`src/rtl/uart_dac_pkg.sv`:
```
// Shared types and helpers for the UART-driven DAC receiver.
// Checksum byte support is selected with UART_DAC_CHKSUM_EN.
package uart_dac_pkg;

    localparam logic [7:0] FRAME_HDR = 8'hA5;

    typedef enum logic [1:0] {
        RX_IDLE,
        RX_START,
        RX_DATA,
        RX_STOP
    } rx_state_e;

    typedef enum logic [1:0] {
        PS_HUNT,
        PS_HI,
        PS_LO,
        PS_CHK
    } ps_state_e;

    function automatic int unsigned bit_cyc(
        input int unsigned clk_fre,
        input int unsigned rate
    );
        return (clk_fre * 1_000_000) / rate;
    endfunction

endpackage

```
`src/rtl/uart_dac_rx_byte.sv`:
```
// 8N1 byte receiver: input synchroniser, bit sampling FSM,
// registered byte strobe and stop-bit error strobe.
module uart_byte_rx
    import uart_dac_pkg::*;
#(
    parameter int unsigned BIT_CYC = 434
) (
    input  logic       clk,
    input  logic       rst,
    input  logic       rx_i,
    output logic       byte_valid_o,
    output logic [7:0] byte_data_o,
    output logic       byte_err_o
);

    localparam int unsigned CNT_W = $clog2(BIT_CYC + 1);
    localparam logic [CNT_W-1:0] FULL_LAST = CNT_W'(BIT_CYC - 1);
    localparam logic [CNT_W-1:0] HALF_LAST = CNT_W'(BIT_CYC / 2 - 1);

    logic             meta_q;
    logic             sync_q;
    logic             prev_q;
    rx_state_e        state_q, state_d;
    logic [CNT_W-1:0] cnt_q, cnt_d;
    logic [2:0]       idx_q, idx_d;
    logic [7:0]       shift_q, shift_d;
    logic             valid_q, valid_d;
    logic             err_q, err_d;

    always_comb begin
        state_d = state_q;
        cnt_d   = cnt_q + CNT_W'(1);
        idx_d   = idx_q;
        shift_d = shift_q;
        valid_d = 1'b0;
        err_d   = 1'b0;
        unique case (state_q)
            RX_IDLE: begin
                cnt_d = '0;
                if (prev_q && !sync_q) begin
                    state_d = RX_START;
                end
            end
            RX_START: begin
                if (cnt_q == HALF_LAST) begin
                    cnt_d   = '0;
                    idx_d   = '0;
                    // line back high at mid start bit: treat as noise
                    state_d = sync_q ? RX_IDLE : RX_DATA;
                end
            end
            RX_DATA: begin
                if (cnt_q == FULL_LAST) begin
                    cnt_d   = '0;
                    shift_d = {sync_q, shift_q[7:1]};
                    idx_d   = idx_q + 3'd1;
                    if (idx_q == 3'd7) begin
                        state_d = RX_STOP;
                    end
                end
            end
            RX_STOP: begin
                if (cnt_q == FULL_LAST) begin
                    cnt_d   = '0;
                    valid_d = sync_q;
                    err_d   = !sync_q;
                    state_d = RX_IDLE;
                end
            end
            default: state_d = RX_IDLE;
        endcase
    end

    always_ff @(posedge clk or posedge rst) begin
        if (rst) begin
            meta_q  <= 1'b1;
            sync_q  <= 1'b1;
            prev_q  <= 1'b1;
            state_q <= RX_IDLE;
            cnt_q   <= '0;
            idx_q   <= '0;
            shift_q <= '0;
            valid_q <= 1'b0;
            err_q   <= 1'b0;
        end else begin
            meta_q  <= rx_i;
            sync_q  <= meta_q;
            prev_q  <= sync_q;
            state_q <= state_d;
            cnt_q   <= cnt_d;
            idx_q   <= idx_d;
            shift_q <= shift_d;
            valid_q <= valid_d;
            err_q   <= err_d;
        end
    end

    assign byte_valid_o = valid_q;
    assign byte_data_o  = shift_q;
    assign byte_err_o   = err_q;

endmodule

```
`src/rtl/uart_dac_rx.sv`:
```
// UART command receiver driving a 10-bit DAC code from A5-headed frames.
// UART_DAC_CHKSUM_EN adds a trailing XOR checksum byte to each frame.
module uart_dac_rx
    import uart_dac_pkg::*;
#(
    parameter int unsigned CLK_FRE       = 50,
    parameter int unsigned UART_RATE     = 115200,
    parameter int unsigned TIMEOUT_BYTES = 4
) (
    input  logic       clk,
    input  logic       rst,
    input  logic       uart_rx,
    output logic [9:0] dac_data,
    output logic       dac_update,
    output logic       frame_err
);

    localparam int unsigned BIT_CYC = bit_cyc(CLK_FRE, UART_RATE);
    localparam int unsigned TO_CYC  = TIMEOUT_BYTES * 10 * BIT_CYC;
    localparam int unsigned TO_W    = $clog2(TO_CYC + 1);
    localparam logic [TO_W-1:0] TO_LAST = TO_W'(TO_CYC - 1);

    logic       byte_valid;
    logic [7:0] byte_data;
    logic       byte_err;

    ps_state_e       ps_q, ps_d;
    logic [1:0]      hi_q, hi_d;
    logic [TO_W-1:0] to_q, to_d;
    logic [9:0]      dac_q, dac_d;
    logic            upd_q, upd_d;
    logic            err_q, err_d;
`ifdef UART_DAC_CHKSUM_EN
    logic [7:0]      lo_q, lo_d;
    logic            chk_ok;
`endif

    uart_byte_rx #(
        .BIT_CYC (BIT_CYC)
    ) u_byte_rx (
        .clk          (clk),
        .rst          (rst),
        .rx_i         (uart_rx),
        .byte_valid_o (byte_valid),
        .byte_data_o  (byte_data),
        .byte_err_o   (byte_err)
    );

`ifdef UART_DAC_CHKSUM_EN
    assign chk_ok = (byte_data == ({6'd0, hi_q} ^ lo_q));
`endif

    always_comb begin
        ps_d  = ps_q;
        hi_d  = hi_q;
        dac_d = dac_q;
        upd_d = 1'b0;
        err_d = 1'b0;
`ifdef UART_DAC_CHKSUM_EN
        lo_d  = lo_q;
`endif
        // idle time is measured from the most recent byte of the frame
        if (ps_q == PS_HUNT || byte_valid) begin
            to_d = '0;
        end else begin
            to_d = to_q + TO_W'(1);
        end

        if (byte_err) begin
            err_d = 1'b1;
            ps_d  = PS_HUNT;
        end else if (byte_valid) begin
            unique case (ps_q)
                PS_HUNT: begin
                    if (byte_data == FRAME_HDR) begin
                        ps_d = PS_HI;
                    end
                end
                PS_HI: begin
                    if (|byte_data[7:2]) begin
                        err_d = 1'b1;
                        ps_d  = PS_HUNT;
                    end else begin
                        hi_d = byte_data[1:0];
                        ps_d = PS_LO;
                    end
                end
                PS_LO: begin
`ifdef UART_DAC_CHKSUM_EN
                    lo_d = byte_data;
                    ps_d = PS_CHK;
`else
                    dac_d = {hi_q, byte_data};
                    upd_d = 1'b1;
                    ps_d  = PS_HUNT;
`endif
                end
`ifdef UART_DAC_CHKSUM_EN
                PS_CHK: begin
                    if (chk_ok) begin
                        dac_d = {hi_q, lo_q};
                        upd_d = 1'b1;
                    end else begin
                        err_d = 1'b1;
                    end
                    ps_d = PS_HUNT;
                end
`endif
                default: ps_d = PS_HUNT;
            endcase
        end else if (ps_q != PS_HUNT && to_q == TO_LAST) begin
            err_d = 1'b1;
            ps_d  = PS_HUNT;
        end
    end

    always_ff @(posedge clk or posedge rst) begin
        if (rst) begin
            ps_q  <= PS_HUNT;
            hi_q  <= '0;
            to_q  <= '0;
            dac_q <= '0;
            upd_q <= 1'b0;
            err_q <= 1'b0;
`ifdef UART_DAC_CHKSUM_EN
            lo_q  <= '0;
`endif
        end else begin
            ps_q  <= ps_d;
            hi_q  <= hi_d;
            to_q  <= to_d;
            dac_q <= dac_d;
            upd_q <= upd_d;
            err_q <= err_d;
`ifdef UART_DAC_CHKSUM_EN
            lo_q  <= lo_d;
`endif
        end
    end

    assign dac_data   = dac_q;
    assign dac_update = upd_q;
    assign frame_err  = err_q;

endmodule
```
`config.mk`:
```
export PLATFORM = sky130hd
export DESIGN_NAME = uart_dac_rx
export DESIGN_NICKNAME = d
export VERILOG_FILES = /design/src/rtl/uart_dac_pkg.sv /design/src/rtl/uart_dac_rx_byte.sv /design/src/rtl/uart_dac_rx.sv
export SDC_FILE = /design/constraint.sdc
export NUM_CORES = 1
export LEC_CHECK = 0
export ABC_AREA = 1
export CAP_MARGIN = 25
export CORE_MARGIN = 10
export CORE_UTILIZATION = 62
export CTS_BUF_LIST = sky130_fd_sc_hd__clkbuf_8
export DETAILED_ROUTE_END_ITERATION = 10
export MAX_ROUTING_LAYER = met4
export PLACE_DENSITY = 0.82
export SETUP_SLACK_MARGIN = 0.2
export SLEW_MARGIN = 20
export SYNTH_ARGS = -nofsm -noshare
export SYNTH_HDL_FRONTEND = slang
export SYNTH_SLANG_ARGS = --single-unit
```
`constraint.sdc`:
```
create_clock -name clk -period 2.08 [get_ports clk]
set_input_delay 0.312 -clock clk [delete_from_list [all_inputs] [get_ports clk]]
set_output_delay 0.312 -clock clk [all_outputs]
set_load 0.05 [all_outputs]
```
# Word-level counts from Yosys, hierarchy flattened
# Index checks and enable logic that the tools add are counted.
dict set report classes {
  n_addsub 3
  mux 32
  n_reduce_logical 17
  n_bitwise 2
  eq_ne 16
}
# cell count
set op_table {}
lappend op_table {{one-hot mux 9 bit (3 select lines)} 1}
lappend op_table {{2-to-1 mux 2 bit} 11}
lappend op_table {{2-to-1 mux 9 bit} 2}
lappend op_table {{adder 15 x 1 -> 15 bit (second input constant)} 1}
lappend op_table {{== test 15 bit (second input constant)} 1}
lappend op_table {{2-to-1 mux 15 bit} 1}
lappend op_table {{2-to-1 mux 1 bit} 12}
lappend op_table {{!= test 2 x 1 -> 1 bit (second input constant)} 5}
lappend op_table {{adder 9 x 1 -> 9 bit (second input constant)} 1}
lappend op_table {{== test 9 x 8 -> 1 bit (second input constant)} 1}
lappend op_table {{== test 9 bit (second input constant)} 1}
lappend op_table {{== test 8 bit (second input constant)} 1}
lappend op_table {{one-hot mux 2 bit (4 select lines)} 1}
lappend op_table {{== test 2 bit (second input constant)} 3}
lappend op_table {{2-to-1 mux 3 bit} 2}
lappend op_table {{one-hot mux 3 bit (2 select lines)} 1}
lappend op_table {{AND reduction 3 bit} 2}
lappend op_table {{OR reduction 6 bit} 1}
lappend op_table {{AND reduction 5 bit} 1}
lappend op_table {{== test 2 x 1 -> 1 bit (second input constant)} 2}
lappend op_table {{zero test 2 bit} 2}
lappend op_table {{!= test 4 bit (second input constant)} 1}
lappend op_table {{one-hot mux 2 bit (2 select lines)} 1}
lappend op_table {{AND reduction 2 bit} 2}
lappend op_table {{10 further kinds} 13}
dict set report totals {
  regBits 58
  out_inout_bits 12
}

# Depth between registers and ports, before layout
# Gate-level depths: netlist (run 1).
dict set report logic_depth {
  ltp_word 5
  depth_mapped 10
  depth_no_buf 10
}

# Hierarchy
# From an unflattened synthesis (run 1), not the netlist that was laid out.
dict set report hier_totals {
  hier_cells 320
  hier_area_um2 2792.7
}
# module n_inst cells_each seq_area_each_um2 area_per_inst_um2
set by_module_without_submodules {}
lappend by_module_without_submodules {uart_dac_rx 1 181 775.7 1477.7}
lappend by_module_without_submodules {uart_byte_rx 1 139 679.4 1315.0}

# Least setup slack after synthesis (run 1)
# OpenSTA, ideal clock, no wires.
dict set report synth_path {
  path_kind {register to register}
  from {register u_byte_rx.state_q[0]}
  to {register u_byte_rx.state_q[0]}
  slack_ps 642
  setup_ps 127
  arrival_ps 1311
  required_ps 1953
  stages_incl_launch_ff 9
  period_less_slack_ps 1438
  path_cell_list {dfrtp_1 > inv_1 > ha_1 > inv_1 > nand2_1 > nand2_4 > nand2_4 > nor2_4 > o21ai_0}
}
dict set report synth_between {
  elab_chain_cells 3
  elab_cells_between_ends 11
  classes_between {8 x eq/ne; 1 x mux; 2 x reduce/logical}
}
# item line
set synth_lines {}
lappend synth_lines {{start: declaration} uart_dac_rx_byte.sv:23} ;# rx_state_e state_q, state_d;
lappend synth_lines {{start signal: assignment} uart_dac_rx_byte.sv:89} ;# state_q <= state_d;
lappend synth_lines {{== test 2 bit (tied with other cells)} uart_dac_rx_byte.sv:37} ;# unique case (state_q)
lappend synth_lines {{!= test 2 x 1 -> 1 bit (no source line)} -}
lappend synth_lines {{AND reduction 5 bit (no source line)} -}
# Parallel ways exist; a longest one is shown, timed or not.
# A chain may end at the register's enable or synchronous reset.

# Worst setup path in the final report (run 1)
dict set report layout_path {
  from {register dac_q[6] (netlist: dac_data[6])}
  to {output port dac_data[6]}
}
# item line
set layout_lines {}
lappend layout_lines {{start: declaration} uart_dac_rx.sv:30} ;# logic [9:0] dac_q, dac_d;
lappend layout_lines {{start signal: assignment} uart_dac_rx.sv:122} ;# dac_q <= '0;
lappend layout_lines {{start signal: assignment} uart_dac_rx.sv:132} ;# dac_q <= dac_d;
lappend layout_lines {{end: declaration} uart_dac_rx.sv:13} ;# output logic [9:0] dac_data,
# No word-level cell between the ends.

==> flow_summary.ini, run 1 <==
[grt]
antenna_found_initial = 0
grt-ovfl-total = 0
grt_usage_pct = 14.6
first_global_vias = 1884
grt_first_pass_wirelength_mm = 8.51
grt_max_degree = 28

[power_and_ir_drop]
p_switching_mw = 0.829
clkPwrFrac_pct = 35.8
p_int_mw = 1.87
power.density_nw_per_um2 = 847
vdd_drop_max_mv = 0.665
comb_power_share_pct = 19.0
p_sw_share_pct = 30.7
power.leakage_nw = 1.48
pwr-share-seq_pct = 45.3

[worst_setup_path]
worstPathArrival_ns = 1.50
ff2ff_path_depth = 9
cp_max_fo = 2
cp_cell_sequence = clkdlybuf4s50_1
critPathKind = flip-flop to primary output
ff2ff_setup_slack_ns = 0.48
end_kind = primary output
critPathSlowestCell = clkdlybuf4s50_1
max_stage_delay_ns = 0.81
critPathBufInv = 1
crit_family = buffers and inverters
rr_startpoint = u_byte_rx.state_q[0]
startpoint_type = flip-flop
required_ns = 1.77
r2r_end = u_byte_rx.state_q[0]

[yosys]
synth_edf_count = 0
synthCells = 313
ys_seq_area_share_pct = 52.2
yosysWarnings = 0
async_flop_share_pct = 100
synth_seq_cells = 58
ys.flop_type = dfrtp_1
synth_fp_nets = 326
synth.distinct_cells = 33
synthesis.area_um2 = 2790
syn_avg_cell_area_um2 = 8.90

[detailed_routing]
drtPass1Iterations = 4
drc = 0
routedWlPerCell_um = 12.5
ant_nets = 0
wl_met2_mm = 2.25
drt-met1-wl_mm = 2.36
dr.max_layer_used = met4
drt_iter0_markers = 121
met3_length_um = 232
routed_via_density = 5.13
drt_wl_total_mm = 4.92
routed-via-count = 2023

[clock_network]
cts.sinks = 58
cts_buffer_depth = 2
cts_made_buffers = 9
cts.clk_slew.worst_paths_ns = 0.07
cts_setup_buffers = 0
cts-htree-levels = 3
insertion_delay_ns = 0.33
root_buffer = clkbuf_8
cts_tree = yes

[min_path]
hold_class = input pin to async pin

[timing]
rsz0062_at_grt = no
hold_viol = 0
slew_viol_final = 0
finClkSkew_ns = 0.0110
finalCriticalPeriod_ns = 1.81
relSlewSlack_pct = 63.3
setup_viol = 0
period_share_pct = 87.2
tns_ns = 0
tightestPinTransition_ns = 0.549
fin_hold_ws_ns = 0.301
timing.fmax_mhz = 552

[layout]
finalNetCount = 350
final_cell_mix = nand2_1, dfrtp_1, inv_1, nor2_1, o21ai_0
area_delta_synth_final_pct = 14.3
multiInputGateArea_um2 = 1130
regArea_um2 = 1460
drive_gt1_share_pct = 15.2
mostFrequentLayoutCell = nand2_1
fillers = 322
diodes = 0

[place]
hpwl_mm = 3.57
place.gp.congestion = 0.876
port_buffers = 14

[die]
io_pins = 15
core_area_um2 = 4350
start_util_pct = 64.0
rows = 24
die_h_um = 87.0
die_w_um = 87.0
die-area_um2 = 7570

[run_status]
status = finished, final reports clean

[job]
maxCapViolations = 0
## power by group through the flow
| stage | clock network, mW | registers (mW) | logic, mW |
|---|---|---|---|
| after floorplan | 0 | 1.23 | 0.402 |
| after global placement | 0 | 1.24 | 0.475 |
| after detailed placement | 0 | 1.24 | 0.504 |
| after CTS | 0.982 | 1.22 | 0.511 |
| after global routing | 1.03 | 1.23 | 0.573 |
| final | 0.965 | 1.22 | 0.511 |
## state kept, by name, indices dropped and copies added (netlist names), named ones only
name                    flops
to_q                       15
dac_data                   10
u_byte_rx.cnt_q             9
u_byte_rx.byte_data_o       8
u_byte_rx.idx_q             3
hi_q                        2
ps_q                        2
dac_update                  1
frame_err                   1
u_byte_rx.byte_err_o        1
u_byte_rx.byte_valid_o      1
u_byte_rx.meta_q            1
u_byte_rx.prev_q            1
u_byte_rx.state_q           1
u_byte_rx.sync_q            1
## cell usage after synthesis (3+ instances only)
library cell,count,share of area [%]
o21ai_1,3,0.54
nand4_1,5,1.1
nand2_4,5,2.0
nor3_1,6,1.1
dfstp_2,3,2.8
nand3_1,9,1.6
ha_1,10,4.5
o21ai_0,25,4.5
o21ai_2,3,0.94
nand2_1,62,8.4
inv_1,44,5.9
xor2_1,6,1.9
nand2_2,4,0.90
dfrtp_1,55,49
nor2_1,40,5.4
a21oi_1,6,1.1
nor2_2,6,1.3
## layer usage
layer	GRT usage [%]	vias to the layer above
met5	-	-
met4	5.74	0
met3	4.78	7
met2	21.8	34
met1	17.9	947
li1	-	1035
## worst max path at each step
stage,from,endpoint,slack (ns),depth (start not counted)
finish,dac_data[6],dac_data[6],0.27,1
detailed placement,u_byte_rx.state_q[0],u_byte_rx.state_q[0],0.43,9
global placement,u_byte_rx.state_q[0],u_byte_rx.state_q[0],0.57,8
CTS,dac_data[6],dac_data[6],0.25,1
floorplan,rst,async pin,0.34,1
global route,dac_data[9],dac_data[9],0.21,1
## cells by family (layout without fill, tap and decap cells)
| logic type | after synthesis | in the layout | share of synthesized area [%] |
|---|---|---|---|
| DFF | 58 | 58 | 52.2 |
| buffers and inverters | 49 | 78 | 7.05 |
| AOI/OAI and AO/OA | 41 | 41 | 8.04 |
| adders and majority gates | 10 | 10 | 4.49 |
| xor gates and xnor gates | 7 | 7 | 2.20 |
| and+or+nand+nor | 148 | 148 | 26.0 |
## metrics by stage
stage                     power, mW  setup slack (ns)  utilization (%)  cells  cell area [µm²]
after floorplan                1.63             0.345                -    313             2790
after global placement         1.71             0.571             68.8    378             2990
after detailed placement       1.74             0.426             68.8    378             2990
after CTS                      2.71             0.247             73.1    394             3180
after global routing           2.83             0.207             73.1    394             3180
final                          2.70             0.267             73.1    394             3180
## cell type report
type	count	area share [%]
Multi-Input combinational cell	206	35.6
Clock inverter	4	0.786
Tap cell	52	2.04
Inverter	46	5.42
Sequential cell	58	45.7
Clock buffer	12	5.19
Timing Repair Buffer	16	5.27
## timing repair
action / 4_1_cts / 5_1_grt
resized for setup: 0 / 1
endpoints found under the setup margin: 0 / 1
hold buffers: 0 / 0
Power figures use the tool's default switching activity.
==> run 2: changes to the inputs <==
- CORE_ASPECT_RATIO: unset -> 2
==> flow_summary.ini, run 2 (synthesis gave the netlist of run 1 again) <==
[die]
start_util_pct = 64.2
io_pins = 15
core_area_um2 = 4340
die_w_um = 67.4
die_h_um = 115
rows = 34
die-area_um2 = 7740

[job]
maxCapViolations = 0

[clock_network]
root_buffer = clkbuf_8
cts_buffer_depth = 2
cts.clk_slew.worst_paths_ns = 0.07
cts_made_buffers = 9
ctsResizeCount = 0
cts_setup_buffers = 0
cts.sinks = 58
cts_tree = yes
insertion_delay_ns = 0.34
ctsHoldBuffers = 0
cts-htree-levels = 3

[detailed_routing]
routedWlPerCell_um = 13.3
routed-via-count = 2039
drtPass1Iterations = 4
drt_wl_total_mm = 5.23
ant_nets = 0
drc = 0
routed_via_density = 5.18
drt_iter0_markers = 104

[layout]
mostFrequentLayoutCell = nand2_1
area_delta_synth_final_pct = 14.7
drive_gt1_share_pct = 14.4
final_cell_mix = nand2_1, dfrtp_1, inv_1, nor2_1, o21ai_0
largest_reg_flops = 15
multiInputGateArea_um2 = 1130
regMostFlops = to_q
regArea_um2 = 1460
fillers = 327
finalNetCount = 349
diodes = 0

[min_path]
whs_path_depth = 0
min_from = u_byte_rx.meta_q
hold-path-endpoint = u_byte_rx.sync_q
hold_class = flip-flop to flip-flop

[worst_setup_path]
cp_max_fo = 2
rr_startpoint = u_byte_rx.state_q[0]
critPathBufInv = 1
required_ns = 1.77
ff2ff_path_depth = 8
critPathSlowestCell = clkdlybuf4s50_1
r2r_end = u_byte_rx.state_q[0]
ff2ff_setup_slack_ns = 0.42
cp_cell_sequence = clkdlybuf4s50_1
critPathKind = flip-flop to primary output
crit_family = buffers and inverters
startpoint_type = flip-flop
worstPathArrival_ns = 1.51
max_stage_delay_ns = 0.82
end_kind = primary output

[power_and_ir_drop]
power.leakage_nw = 1.48
vdd_drop_max_mv = 0.748
power.density_nw_per_um2 = 878
p_total_mw = 2.81

[timing]
finalCriticalPeriod_ns = 1.82
hold_viol = 0
tightestPinTransition_ns = 0.524
period_share_pct = 87.4
relSlewSlack_pct = 65.0
rsz0062_at_grt = no
setup_viol = 0
slew_viol_final = 0
timing.fmax_mhz = 550
tns_ns = 0
finClkSkew_ns = 0.00809

[place]
port_buffers = 14
hpwl_mm = 3.91
place.gp.congestion = 0.871

[grt]
first_global_vias = 2104
grt_max_degree = 59
grt-ovfl-total = 0
grt_first_pass_wirelength_mm = 8.77
grt_usage_pct = 15.3
antenna_found_initial = 0

[run_status]
status = finished, final reports clean
[run 2: layout make-up]
| cell class | count | area share (%) |
|---|---|---|
| Sequential cell | 58 | 45.5 |
| Multi-Input combinational cell | 206 | 35.5 |
| Inverter | 46 | 5.40 |
| Timing Repair Buffer | 15 | 5.01 |
| Clock buffer | 9 | 3.88 |
| Clock inverter | 6 | 2.58 |
| Tap cell | 54 | 2.11 |
[run 2: metrics by stage]
stage / worst slack [ns] / std cells / cell area (µm²) / hold WS, ns / utilization [%]
floorplan: 0.345 / 313 / 2790 / 0.316 / -
global placement: 0.545 / 379 / 2990 / 0.349 / 68.9
detailed placement: 0.489 / 379 / 2990 / 0.348 / 68.9
CTS: 0.238 / 394 / 3200 / 0.358 / 73.6
global route: 0.224 / 394 / 3200 / 0.359 / 73.6
finish: 0.263 / 394 / 3200 / 0.357 / 73.6
[run 2: how the worst max path moves through the flow]
stage                         startpoint                   end  slack (ns)  depth (start not counted)
finish                       dac_data[0]           dac_data[0]        0.26                          1
global route                 dac_data[0]           dac_data[0]        0.22                          1
CTS                          dac_data[0]           dac_data[0]        0.24                          1
detailed placement  u_byte_rx.state_q[0]  u_byte_rx.state_q[0]        0.49                          8
global placement    u_byte_rx.state_q[0]  u_byte_rx.state_q[0]        0.55                          8
floorplan                            rst             async pin        0.34                          1
[run 2: routing by layer]
layer  track usage, %  vias up  part of all wire, %
met3             4.09       11                  2.5
met1             13.1      975                   37
met5                -        -                    0
met4             8.40        0                  2.5
li1                 -     1031                    -
met2             28.1       22                   58
[run 2: power by group]
| group | switching, mW | total, mW | internal, mW |
|---|---|---|---|
| Combinational | 0.328 | 0.492 | 0.164 |
| Clock | 0.430 | 1.09 | 0.660 |
| Sequential | 0.0474 | 1.22 | 1.18 |
| Total | 0.805 | 2.81 | 2.00 |
